[src/rtl/audio_pwm_out.sv]
// ---------------------------------------------------------------------------
// audio_pwm_out
//
// Audio output stage. Signed PCM samples arrive over a valid/ready handshake
// into a one-entry holding buffer. At the last cycle of every PWM frame the
// buffered sample is scaled by the current 4-bit volume, offset to midscale
// and loaded as the new PWM duty. Two debounced buttons step the volume.
//
// Ports
//   clk            system clock
//   resetn         asynchronous active-low reset
//   en             output enable (play)
//   sample_in      signed two's-complement sample
//   sample_valid   sample_in valid this cycle
//   sample_ready   holding buffer empty, a sample can be accepted
//   vol_up         raw volume-up button
//   vol_down       raw volume-down button
//   aud_pwm        PWM audio output
//   aud_sd         amplifier enable (1 = on)
//   volume_monitor current volume
//   frame_tick     one-cycle pulse on the last cycle of each PWM frame
//   underrun       one-cycle pulse after a frame boundary with an empty buffer
// ---------------------------------------------------------------------------

// Button conditioner: 2-FF synchronizer, hold-time debounce, and a one-cycle
// step pulse on each accepted press (debounced rising edge).
module audio_pwm_debounce #(
  parameter int CYCLES = 1000000
) (
  input  logic clk,
  input  logic resetn,
  input  logic raw,
  output logic step
);
  localparam int CW = $clog2(CYCLES + 1);
  localparam logic [CW-1:0] COUNT_LAST = CW'(CYCLES - 1);

  logic [1:0]    sync;
  logic          level;
  logic [CW-1:0] count;
  logic          synced;

  assign synced = sync[1];

  // NOTE: sequential state is only ever assigned with <= so every register
  // samples the values from before the edge, independent of statement order.
  always_ff @(posedge clk or negedge resetn) begin
    if (!resetn) begin
      sync  <= '0;
      level <= 1'b0;
      count <= '0;
      step  <= 1'b0;
    end else begin
      sync <= {sync[0], raw};
      step <= 1'b0;
      if (synced == level) begin
        // Any sample agreeing with the accepted level restarts the hold time.
        count <= '0;
      end else if (count == COUNT_LAST) begin
        level <= synced;
        count <= '0;
        step  <= synced;
      end else begin
        count <= count + 1'b1;
      end
    end
  end
endmodule

module audio_pwm_out #(
  parameter int SAMPLE_W        = 12,
  parameter int DEBOUNCE_CYCLES = 1000000,
  parameter int VOL_RESET       = 8
) (
  input  logic                clk,
  input  logic                resetn,
  input  logic                en,
  input  logic [SAMPLE_W-1:0] sample_in,
  input  logic                sample_valid,
  output logic                sample_ready,
  input  logic                vol_up,
  input  logic                vol_down,
  output logic                aud_pwm,
  output logic                aud_sd,
  output logic [3:0]          volume_monitor,
  output logic                frame_tick,
  output logic                underrun
);
  localparam int PW = SAMPLE_W + 5;
  localparam logic [SAMPLE_W-1:0] CNT_LAST = '1;
  localparam logic [SAMPLE_W-1:0] CNT_PRE  = CNT_LAST - 1'b1;
  localparam logic [SAMPLE_W-1:0] MID      = {1'b1, {(SAMPLE_W-1){1'b0}}};

  logic [SAMPLE_W-1:0]        cnt;
  logic [SAMPLE_W-1:0]        duty;
  logic signed [SAMPLE_W-1:0] hold_q;
  logic                       hold_full;
  logic [3:0]                 volume;
  logic                       boundary;
  logic                       xfer;
  logic                       step_up;
  logic                       step_down;
  logic signed [PW-1:0]       prod;
  logic [SAMPLE_W-1:0]        duty_load;

  assign boundary       = (cnt == CNT_LAST);
  assign sample_ready   = ~hold_full;
  assign xfer           = sample_valid && sample_ready;
  assign volume_monitor = volume;

  // Signed sample times unsigned volume (zero-extended so it stays
  // non-negative), floor-divided by 16 and re-centred on midscale. The
  // offset is made signed explicitly so >>> stays an arithmetic shift.
  // The result always lies in [0, 2^SAMPLE_W-1], so truncation is exact.
  always_comb begin
    prod      = PW'(hold_q) * PW'($signed({1'b0, volume}));
    duty_load = SAMPLE_W'((prod >>> 4) + $signed(PW'(MID)));
  end

  // Frame counter and tick run regardless of en. The tick is registered off
  // the cycle before the last so it lines up with cnt == CNT_LAST.
  always_ff @(posedge clk or negedge resetn) begin
    if (!resetn) begin
      cnt        <= '0;
      frame_tick <= 1'b0;
    end else begin
      cnt        <= cnt + 1'b1;
      frame_tick <= (cnt == CNT_PRE);
    end
  end

  // Holding buffer, duty load and underrun detection. While disabled the
  // buffer is flushed, duty parks at midscale and accepted samples vanish.
  always_ff @(posedge clk or negedge resetn) begin
    if (!resetn) begin
      hold_q    <= '0;
      hold_full <= 1'b0;
      duty      <= MID;
      underrun  <= 1'b0;
    end else if (!en) begin
      hold_full <= 1'b0;
      duty      <= MID;
      underrun  <= 1'b0;
    end else begin
      underrun <= boundary && !hold_full;
      if (boundary && hold_full) begin
        duty      <= duty_load;
        hold_full <= 1'b0;
      end else if (xfer) begin
        // Also covers a transfer in the boundary cycle with an empty buffer:
        // it is kept for the next frame, not loaded now.
        hold_q    <= $signed(sample_in);
        hold_full <= 1'b1;
      end
    end
  end

  always_ff @(posedge clk or negedge resetn) begin
    if (!resetn) begin
      aud_pwm <= 1'b0;
      aud_sd  <= 1'b0;
    end else begin
      aud_pwm <= en && (cnt < duty);
      aud_sd  <= en;
    end
  end

  audio_pwm_debounce #(.CYCLES(DEBOUNCE_CYCLES)) u_db_up (
    .clk    (clk),
    .resetn (resetn),
    .raw    (vol_up),
    .step   (step_up)
  );

  audio_pwm_debounce #(.CYCLES(DEBOUNCE_CYCLES)) u_db_down (
    .clk    (clk),
    .resetn (resetn),
    .raw    (vol_down),
    .step   (step_down)
  );

  // Saturating volume; simultaneous up and down steps cancel.
  always_ff @(posedge clk or negedge resetn) begin
    if (!resetn) begin
      volume <= 4'(VOL_RESET);
    end else if (step_up && !step_down && volume != 4'd15) begin
      volume <= volume + 1'b1;
    end else if (step_down && !step_up && volume != 4'd0) begin
      volume <= volume - 1'b1;
    end
  end
endmodule

[config.mk]
export PLATFORM = sky130hd
export DESIGN_NAME = audio_pwm_out
export DESIGN_NICKNAME = d
export VERILOG_FILES = /design/src/rtl/audio_pwm_out.sv
export SDC_FILE = /design/constraint.sdc
export NUM_CORES = 1
export LEC_CHECK = 0
export CORE_ASPECT_RATIO = 1.5
export CORE_UTILIZATION = 43
export CTS_BUF_LIST = sky130_fd_sc_hd__clkbuf_16
export DETAILED_ROUTE_END_ITERATION = 8
export GPL_TIMING_DRIVEN = 0
export PLACE_DENSITY_LB_ADDON = 0.1
export SLEW_MARGIN = 20
export SYNTH_ARGS = -nofsm -noshare
export SYNTH_HDL_FRONTEND = slang
export SYNTH_SLANG_ARGS = --single-unit
[constraint.sdc]
create_clock -name clk -period 10.8 [get_ports clk]
set_input_delay 2.16 -clock clk [delete_from_list [all_inputs] [get_ports clk]]
set_output_delay 2.16 -clock clk [all_outputs]
set_load 0.02 [all_outputs]
# Word level (Yosys, flattened, before mapping)

Cells that the tools add are included.

Flip-flop bits (word level): 93
Bits of input ports: 18

Add/sub/neg operators: 6
$mul: 1
$lt $le $gt $ge: 1
Equality and inequality tests: 9
Mux-type cells: 16
Bitwise operators: 4
Reduce and logical (&&, ||, !) cells: 16

Operator list:

| kind                   | number |
|---|---|
| $mux 20                | 4 |
| $add 20x1->20 const B  | 2 |
| $eq 20x20->1 const B   | 2 |
| $eq 12x12->1 const B   | 2 |
| $mux 12                | 2 |
| $mul 12x5->16          | 1 |
| $add 12x1->12 const B  | 1 |
| $add 12x12->12 const B | 1 |
| $lt 12x12->1           | 1 |
| $logic_and 1x1->1      | 8 |
| $mux 1                 | 8 |
| $mux 4                 | 2 |
| $add 4x1->4 const B    | 1 |
| $ne 4x4->1 const B     | 1 |
| $not 1->1              | 4 |
| $reduce_and 2->1       | 2 |
| $reduce_bool 4->1      | 1 |
| $sub 4x1->4 const B    | 1 |
| $logic_not 1->1        | 3 |
| $ne 3x1->1 const B     | 1 |
| $reduce_and 3->1       | 1 |
| $eq 1x1->1             | 2 |
| $ne 2x1->1 const B     | 1 |
| $reduce_bool 2->1      | 1 |

# Longest topological paths before layout

Gate-level depths: netlist of run 1.

Word-level depth: 5
Mapped depth: 14
Mapped depth without buffers: 13

# Hierarchy

Synthesis of run 1 repeated with hierarchy kept, for this count alone.

Cells, all modules: 618
Area, all modules: 6013.3 µm²

By module, submodules not included:

| module                         | times used | cells an instance | area each (µm²) | sequential area each (µm²) |
|---|---|---|---|---|
| audio_pwm_out                  | 1          | 392               | 3739.8          | 1128.6 |
| audio_pwm_debounce (u_db_up)   | 1          | 110               | 1137.3          | 600.6 |
| audio_pwm_debounce (u_db_down) | 1          | 116               | 1136.1          | 600.6 |

# Least setup slack after synthesis of run 1

Ideal clock, no wire load.

Path type: flip-flop to flip-flop
From: reg volume[3], in the netlist volume_monitor[3]
To: reg duty[10]
Arrival: 3889 ps
Slack: 6777 ps
Cell stages (with the launch flop): 15
Path buffers: 1
Clock period less this slack: 4023 ps
Path through: dfstp_2 -> clkbuf_1 -> and2_1 -> ha_1 -> fa_1 -> inv_1 -> fa_1 -> inv_1 -> ha_1 -> and2_1 -> a221o_1 -> o2111ai_2 -> a21oi_1 -> a211oi_1 -> o32ai_1

Word-level cells in the longest chain between the ends: 4

RTL lines:

| item                     | RTL line | RTL |
|---|---|---|
| start: declaration       | 98       | `logic [3:0] volume;` |
| start signal: assignment | 185      | `volume <= 4'(VOL_RESET);` |
| start signal: assignment | 187      | `volume <= volume + 1'b1;` |
| start signal: assignment | 189      | `volume <= volume - 1'b1;` |
| $mul 12x5->16            | 116      | `prod = PW'(hold_q) * PW'($signed({1'b0, volume}));` |
| $add 12x12->12           | 117      | `duty_load = SAMPLE_W'((prod >>> 4) + $signed(PW'(MID)));` |
| $mux 12                  | 146      | `if (boundary && hold_full) begin` |
| $mux 12                  | 140      | `end else if (!en) begin` |
| end signal: assignment   | 147      | `duty <= duty_load;` |
| end: declaration         | 95       | `logic [SAMPLE_W-1:0] duty;` |

Every way passes these cells. The select of a mux whose other input is x is not followed.
A chain may end at the register's enable or synchronous reset.

# Worst setup path in the final report of run 1

From: reg volume[3], in the netlist volume_monitor[3]
To: reg duty[11]

Same word-level chain as after synthesis.

==> out/summary.txt, run 1 <==
HPWL Detailed = 9.216 mm
Fin. Hold Viols = 0
Setup violators final = 0
Period utilisation layout = 40.85%
Hold Crit Endpoint = u_db_up.sync[1]
# resized after CTS = 0
Ys async rst share = 100.0%
Layout Utilization = 49.65%
Worst Setup SP = volume_monitor[3]
Die Y = 145.7 um
GR Overflow Total = 0
Failing checks = DRC
Area contributors post-synth = dfrtp_1, ha_1, fa_1
Initial Util = 43.96%
CTS HTree Levels = 3
Worst EP arrival = 4.67 ns
Gr usage total = 18.27%
Routed vias/inst = 5.132
DR pass1 iterations = 8
Syn Std Cell Area = 5921 um^2
DR vias = 4126
Outcome = finished, violations left
# rows = 52
IO Pins = 27
Fillers = 1273
Worst setup margin = 6.389 ns
Lkg Pwr = 3.201 nW
Reg-to-reg slack, setup = 6.39 ns
Final Power = 0.0007101 W
Synth top area share = 38.46%
R2r startpoint = volume_monitor[3]
Initial antenna violation count = 0
Final min period = 4.411 ns
Slowest cell on crit path = dfstp_2
DRC Markers = 4
WL final = 11.74 mm
Yosys reg bits = 93
Slew Limit Headroom = 59.79%
Worst clock skew = 0.004999 ns
Total negative slack = 0 ns
Nets@finish = 723
Diode count = 0
Post-synthesis instance total = 599
Die area = 14250 um^2
Achievable frequency = 0.2267 GHz
Seq/Total Area, Yosys = 39.35%
Worst-Skew Late Latency = 0.35 ns
Yosys warning total = 0
Worst Max-Slew Pin Slew = 0.6031 ns
CP Class = reg -> reg
CTS Buf Count = 9
CP Data Required Time = 11.06 ns
Vias in the first global route = 4378
Commonest cells after routing, fill and taps aside = dfrtp_1, inv_1, nor2_1
Layout cells sized above 1 = 7.477%
FF-to-FF End = duty[11]
Global-route wire length before repair = 20.54 mm
Clock transition at the registers of the reported paths = 0.07 ns
Initial detailed-routing violation count = 92
Unrepaired setup endpoints after global routing = false
VDD IR max = 0.07041 mV
Area Overhead vs Synth = 12.93%
CP Max Fanout = 10
Most common cell after layout, fill and taps aside = dfrtp_1
CP Capture Type = register
Core footprint = 13470 um^2
CP max stage delay = 0.63 ns
Post-CTS Hold Buffers = 0
Worst reg-to-reg path cell count = 14
WL/cell = 14.61 um
IO Port Bufs = 26
Worst Hold Slack = 0.3491 ns
Die width = 97.81 um
Max-cap viol count = 0
WHS Path Cells = 0
Hold Path Class = reg -> reg
CTS Buffer Depth = 2
Ys flop type = dfrtp_1
Largest net degree at the start of global routing = 63
PwrDens = 106.2 nW/um^2
CP Cell Sequence = clkbuf_1, and2_1, ha_1, fa_1, inv_1, fa_1, inv_1, ha_1, and2_1, a221oi_2, a21oi_1, o21ai_1, a31oi_1, o311ai_1
Startpoint types = register
CP Buf/Inv Count = 3
CTS tree = built
Sink Count = 93
Post-route ant nets = 0
Dpl ws = 6.322 ns
Clk root buf = clkbuf_16
Syn Nets = 685
Post-synth EDFFs = 0
CP delay by family, top = adder cells
Post-CTS setup buffer count = 0
Final GP Congestion = 0.7896
Synth unique cells = 57
Cell taking the most area after synthesis = dfrtp_1
Syn_area_per_cell = 9.884 um^2
Fin. max-slew vios = 0
Hold wc startpoint = u_db_up.sync[0]
[state kept, by name (all words and copies together), names as in the netlist, 2 cells and up]
name and count:
u_db_up.sync 2, duty 12, u_db_up.count 20, volume_monitor 4, u_db_down.sync 2, u_db_down.count 20, hold_q 12, cnt 12
[final cells by class]
cell class / count / area [um^2] / share of cell area [%]
Multi-Input combinational cell: 423 / 3267 / 48.86
Sequential cell: 93 / 2330 / 34.84
Timing Repair Buffer: 27 / 289.0 / 4.323
Inverter: 69 / 259.0 / 3.873
Clock buffer: 9 / 225.2 / 3.368
Tap cell: 162 / 202.7 / 3.031
Buffer: 14 / 65.06 / 0.9731
Clock inverter: 7 / 48.80 / 0.7298
[layer usage]
| layer | wire [um] | part of all wire (%) | up-vias | global-route usage [%] |
|---|---|---|---|---|
| met4 | 145 | 1.2 | 0 | 5.000 |
| met3 | 205 | 1.7 | 10 | 3.506 |
| met1 | 4517 | 38 | 2032 | 18.64 |
| met2 | 6875 | 59 | 26 | 36.81 |
| met5 | 0 | 0 | - | 0 |
| li1 | - | - | 2058 | - |
[stage by stage]
stage                     instances  instance area (um^2)
after floorplan                 599                  5921
after global placement          787                  6384
after detailed placement        788                  6412
after CTS                       804                  6686
after global routing            804                  6686
final                           804                  6686
[kinds of logic after synthesis]
kind of cell	after synthesis	synth area share (%)
adders and majority gates	68	17.41
muxes	16	3.085
xor gates and xnor gates	60	8.876
and+or+nand+nor	225	19.89
buffers and inverters	83	5.473
DFF	93	39.35
AOI/OAI and AO/OA	54	5.917
[how the worst max path moves through the flow]
stage,slack [ns],end,depth (start not counted)
after CTS,6.31,duty[10],14
final,6.39,duty[11],14
after detailed placement,6.32,duty[10],14
after floorplan,6.78,duty[10],14
after global routing,6.10,duty[11],14
after global placement,3.99,u_db_up.count[7],1
[synthesized netlist by cell type, drive strengths merged (3+ instances only)]
cell type	instances
nor2	56
nand3	35
or2	3
nand3b	3
dfrtp	91
and4	6
fa	24
nor3	6
mux2	15
inv	68
ha	44
nor3b	4
o21ai	11
a31oi	3
and2	40
a21o	5
nand4	10
nand2	37
xnor2	29
buf	4
nor4	5
clkbuf	10
and3	13
xor2	31
a21oi	19
[where the power goes]
group	switching (W)	total [W]	internal, W
registers	0.0000132	0.000373	0.000360
clock network	0.000144	0.000301	0.000157
logic	0.0000180	0.0000356	0.0000176
total	0.000176	0.000710	0.000535
Note: power is estimated with default switching activity, not from simulation.
==> run 2: changes to the inputs <==
==> constraint.sdc (replaced) <==
create_clock -name clk -period 4.09 [get_ports clk]
set_input_delay 0.818 -clock clk [delete_from_list [all_inputs] [get_ports clk]]
set_output_delay 0.818 -clock clk [all_outputs]
set_load 0.02 [all_outputs]
==> run 2 against run 1 <==
The flow still finishes with violations (DRC). Register-to-register slack got worse by 6.2 ns. Sequential share of layout area fell by 0.19 points. Combinational power rose to 2.6 times the previous value. Final area grew 0.77%. Die area stayed put. Largest cell class unchanged.
==> out/summary.txt, run 2 (synthesis results as in run 1) <==
Die area = 14250 um^2
Hold Path Class = in -> async
Nets@finish = 724
Period utilisation layout = 95.68%
Achievable frequency = 0.2555 GHz
# rows = 52
IO Port Bufs = 26
Met3 WL = 231 um
Core footprint = 13470 um^2
Top sig layer = met4
Slowest cell on crit path = dfstp_4
Layout cells sized above 1 = 9.176%
CP Cell Sequence = and2_1, ha_1, fa_1, inv_1, fa_1, inv_1, ha_4, and2_1, a221o_1, o2111ai_2, a21oi_2, a211oi_1, o32ai_1
Worst setup margin = 0.1768 ns
CP Capture Type = register
Final min period = 3.913 ns
WL final = 11.66 mm
CTS tree = built
Dpl ws = -0.3875 ns
CP Class = reg -> reg
Slew Limit Headroom = 59.45%
Fin. max-slew vios = 0
CTS Buf Count = 9
Clk root buf = clkbuf_16
R2r startpoint = volume_monitor[3]
IO Pins = 27
Fillers = 1270
Commonest cells after routing, fill and taps aside = dfrtp_1, inv_1, nor2_1
Initial Util = 43.96%
WL/cell = 14.49 um
Post-route ant nets = 0
Post-Route M1 WL = 4.506 mm
Most common cell after layout, fill and taps aside = dfrtp_1
Reg-to-reg slack, setup = 0.18 ns
DR vias = 4125
Startpoint types = register
Failing checks = DRC
Global-route wire length before repair = 20.51 mm
Final GP Congestion = 0.7896
Clock transition at the registers of the reported paths = 0.07 ns
Worst-Skew Late Latency = 0.35 ns
Max-cap viol count = 0
Worst Hold Slack = 0.3476 ns
DR pass1 iterations = 6
Setup violators final = 0
Area Overhead vs Synth = 13.80%
Worst reg-to-reg path cell count = 13
CP max stage delay = 0.70 ns
Post-CTS Hold Buffers = 0
Vias in the first global route = 4382
CP Max Fanout = 16
Lkg Pwr = 3.212 nW
CTS HTree Levels = 3
Metal2 WL = 6.774 mm
Outcome = finished, violations left
Worst Max-Slew Pin Slew = 0.6083 ns
CP Data Required Time = 4.32 ns
DRC Markers = 4
PwrDens = 278.0 nW/um^2
Largest net degree at the start of global routing = 63
Fin. Hold Viols = 0
Sink Count = 93
Initial antenna violation count = 0
FF-to-FF End = duty[10]
CTS Buffer Depth = 2
HPWL Detailed = 9.216 mm
Gr usage total = 18.19%
Unrepaired setup endpoints after global routing = false
VDD IR max = 0.1849 mV
GR Overflow Total = 0
Die Y = 145.7 um
CP delay by family, top = adder cells
Routed vias/inst = 5.124
Initial detailed-routing violation count = 82
CP Buf/Inv Count = 2
Top Registers = u_db_down.count x20, u_db_up.count x20
Worst EP arrival = 4.14 ns
Diode count = 0
Worst clock skew = 0.004293 ns
Die width = 97.81 um
==> run 2: cell count changes in the layout (fill, tap and decap cells not counted), sizes merged <==
cell	before	now
clkbuf	19	18
buf	6	8
==> run 2: cell type report <==
class	count	area [um^2]	share of cell area (%)
clock buffer	9	225.2	3.343
inverter	69	259.0	3.844
multi-input combinational	423	3297	48.93
clock inverter	7	48.80	0.7242
sequential	93	2335	34.65
tap	162	202.7	3.008
buffer	13	66.31	0.9842
timing repair buffer	29	304.0	4.513
==> run 2: how the worst max path moves through the flow <==
stage                            startpoint  depth (start not counted)          endpoint
after global routing      volume_monitor[3]                         13          duty[11]
after detailed placement  volume_monitor[3]                         14          duty[10]
final                     volume_monitor[3]                         13          duty[10]
after CTS                 volume_monitor[2]                         14          duty[11]
after floorplan           volume_monitor[3]                         14          duty[10]
after global placement               resetn                          1  u_db_up.count[7]
==> run 2: power breakdown <==
group / leakage [nW] / switching, W / internal [W] / total, W
Combinational: 1.84 / 0.0000472 / 0.0000465 / 0.0000938
Sequential: 1.23 / 0.0000345 / 0.000950 / 0.000985
Clock: 0.138 / 0.000380 / 0.000415 / 0.000795
Total: 3.21 / 0.000462 / 0.00141 / 0.00187
==> run 2: stage by stage <==
step                      instance area [um^2]  std cells  power, W  util [%]  setup TNS (ns)
after floorplan                           5921        599  0.001033         -               0
after global placement                    6384        787  0.001095     47.40         -126.60
after detailed placement                  6412        788  0.001100     47.61          -2.250
after CTS                                 6708        803  0.001904     49.80               0
after global routing                      6738        805  0.001951     50.03               0
final                                     6738        805  0.001873     50.03               0
==> run 2: per-layer routing <==
layer	GRT usage (%)	vias up
met3	3.506	9
met5	0	-
met2	36.42	24
met1	18.75	2033
met4	5.000	0
li1	-	2059
==> run 2: what timing repair did <==
action	4_1_cts	5_1_grt
resized for setup	6	7
setup endpoints to repair	10	5
pin swaps	1	1
buffers inserted	0	2
==> run 3: changes to the inputs <==
--- a/config.mk
+++ b/config.mk
@@ -14,4 +14,5 @@
 export SLEW_MARGIN = 20
 export SYNTH_ARGS = -nofsm -noshare
 export SYNTH_HDL_FRONTEND = slang
+export SYNTH_HIERARCHICAL = 1
 export SYNTH_SLANG_ARGS = --single-unit
==> constraint.sdc (replaced) <==
create_clock -name clk -period 4.8 [get_ports clk]
set_input_delay 0.96 -clock clk [delete_from_list [all_inputs] [get_ports clk]]
set_output_delay 0.96 -clock clk [all_outputs]
set_load 0.02 [all_outputs]
==> run 3 against run 2 <==
The flow now finishes without violations. Power decreased by 12%. Maximum frequency is 10% lower. Routed wire length increased by 1.8%. Sequential power decreased by 15%. Register-to-register slack better by 0.26 ns. Largest cell class unchanged. Highest routed layer unchanged.
==> out/summary.txt, run 3 <==
Outcome = finished clean
Post-synth EDFFs = 0
Initial Util = 44.22%
CP max stage delay = 0.63 ns
Gr usage total = 17.96%
Fin. max-slew vios = 0
Nets@finish = 742
Seq/Total Area, Yosys = 38.74%
Initial detailed-routing violation count = 97
Syn_area_per_cell = 9.730 um^2
Slowest cell on crit path = dfstp_2
Die width = 98.56 um
Placed cell areas = 6505 um^2
CTS HTree Levels = 3
Sink Count = 93
Commonest cells after routing, fill and taps aside = dfrtp_1, inv_1, nor2_1
Lkg Pwr = 3.164 nW
Post-synth top cells = dfrtp_1, inv_1, nor2_1, ha_1
Finished Layout Cells = 823
Ys async rst share = 100.0%
CP Capture Type = register
Cell taking the most area after synthesis = dfrtp_1
Slew Limit Headroom = 58.96%
DRC Markers = 0
Top Registers = u_db_down/count x20, u_db_up/count x20
Period utilisation layout = 90.80%
Die Y = 146.8 um
Startpoint types = register
Placed cells = 807
Total negative slack = 0 ns
CTS tree = built
Worst-Skew Late Latency = 0.35 ns
Top-count cell post-synth = dfrtp_1
Syn Std Cell Area = 6013 um^2
CTS Buffer Depth = 2
Post-route ant nets = 0
Dpl ws = 0.4598 ns
Worst setup margin = 0.4414 ns
Achievable frequency = 0.2294 GHz
Clock transition at the registers of the reported paths = 0.07 ns
Routed vias/inst = 5.298
FF+latch area = 2330 um^2
DR pass1 iterations = 4
Multi-input gate area = 3327 um^2
Yosys warning total = 6
WL/cell = 14.43 um
Post-CTS Hold Buffers = 0
Core footprint = 13600 um^2
Layout cells sized above 1 = 8.169%
Ys flop type = dfrtp_1
CP Data Required Time = 5.08 ns
CP Cell Sequence = clkbuf_1, and2_1, ha_1, fa_1, inv_1, fa_1, inv_1, ha_1, a21oi_1, nand2_1, o21ai_1, a21oi_2, o21ai_1, or3b_1, a21oi_1
VDD IR max = 0.1529 mV
Diode count = 0
Synth top area share = 37.87%
Layout Utilization = 50.04%
Area contributors post-synth = dfrtp_1, ha_1, fa_1
Max-cap viol count = 0
Largest net degree at the start of global routing = 69
DR vias = 4360
Setup violators final = 0
Fillers = 1311
# resized after CTS = 0
Vias in the first global route = 4505
CP Max Fanout = 10
GR Overflow Total = 0
Fin. Hold Viols = 0
Final GP Congestion = 0.7513
# rows = 52
IO Port Bufs = 26
HPWL Detailed = 8.945 mm
Die area = 14470 um^2
PwrDens = 242.6 nW/um^2
Worst Max-Slew Pin Slew = 0.6100 ns
Design area = 6804 um^2
WL final = 11.88 mm
Synth unique cells = 56
Post-CTS setup buffer count = 0
Clk root buf = clkbuf_16
Hold Path Class = reg -> reg
CP Class = reg -> reg
Yosys reg bits = 93
Area Overhead vs Synth = 13.15%
IO Pins = 27
Syn Nets = 704
Worst EP arrival = 4.63 ns
Most common cell after layout, fill and taps aside = dfrtp_1
Post-synthesis instance total = 618
Initial antenna violation count = 0
Unrepaired setup endpoints after global routing = false
CTS Buf Count = 9
Global-route wire length before repair = 20.86 mm
Final min period = 4.359 ns
Worst clock skew = 0.01279 ns
-- run 3: cell types whose count changed after synthesis, sizes merged, moves of 3 or more --
cell,delta
a21oi,+6
and3,-8
and4,-3
inv,+7
nand3,-5
nand4,+5
nor2,-9
nor3,+6
nor3b,-4
o21ai,+7
o31ai,+6
or3,+7
or4,+7
xor2,-13
-- run 3: stage by stage --
| step | power [W] | hold WS, ns |
|---|---|---|
| 6_report | 0.001651 | 0.3491 |
| 5_1_grt | 0.001716 | 0.3580 |
| 4_1_cts | 0.001677 | 0.3502 |
| 3_5_place_dp | 0.0009388 | 0.3347 |
| 3_3_place_gp | 0.0009330 | 0.3323 |
| 2_1_floorplan | 0.0008815 | 0.3312 |
-- run 3: cell families (layout without fill, tap and decap cells) --
| group | after synthesis | after routing | share of synthesized area (%) |
|---|---|---|---|
| and+or+nand+nor | 232 | 232 | 20.97 |
| DFF | 93 | 93 | 38.74 |
| buffers and inverters | 93 | 136 | 5.930 |
| adders and majority gates | 68 | 68 | 17.15 |
| AOI/OAI and AO/OA | 68 | 68 | 7.199 |
| xor gates and xnor gates | 46 | 46 | 6.700 |
| muxes | 18 | 18 | 3.308 |
-- run 3: worst paths after layout --
kind	from	to	slack [ns]	cells past startpoint
worst max-delay path	volume_monitor[3]	duty[9]	0.44	15
worst min-delay path	u_db_up/sync[0]	u_db_up/sync[1]	0.35	0
worst max register to register	volume_monitor[3]	duty[9]	0.44	15
worst min register to register	u_db_up/sync[0]	u_db_up/sync[1]	0.35	0
max in group asynchronous	resetn	volume_monitor[3]	3.66	2
min in group asynchronous	resetn	frame_tick	0.47	1
-- run 3: layout make-up --
class	instances	share of cell area, %
multi-input cells	432	48.90
flip-flops and latches	93	34.24
repair buffers	27	4.248
inverters	75	4.138
clock buffers	9	3.310
well taps	162	2.979
plain buffers	18	1.103
clock inverters	7	1.085
-- run 3: worst max-delay path: cells and delay by family (launching register included) --
family / cells / cell delay (ns)
AND/OR/NAND/NOR: 3 / 0.67
flip-flops: 1 / 0.63
buffers and inverters: 3 / 0.40
adder cells (fa/ha/maj): 4 / 1.66
AO/OA/AOI/OAI: 5 / 0.93
-- run 3: power by group --
group	internal, W	switching, W	leakage, nW
Sequential	0.000810	0.0000309	1.23
Combinational	0.0000393	0.0000393	1.79
Clock	0.000406	0.000325	0.146
Total	0.00126	0.000395	3.16
-- run 3: layer usage --
| metal | GRT usage (%) | part of all wire [%] |
|---|---|---|
| met1 | 21.07 | 42 |
| met5 | 0 | 0 |
| met3 | 2.664 | 1.9 |
| met4 | 6.045 | 1.4 |
| met2 | 33.17 | 55 |
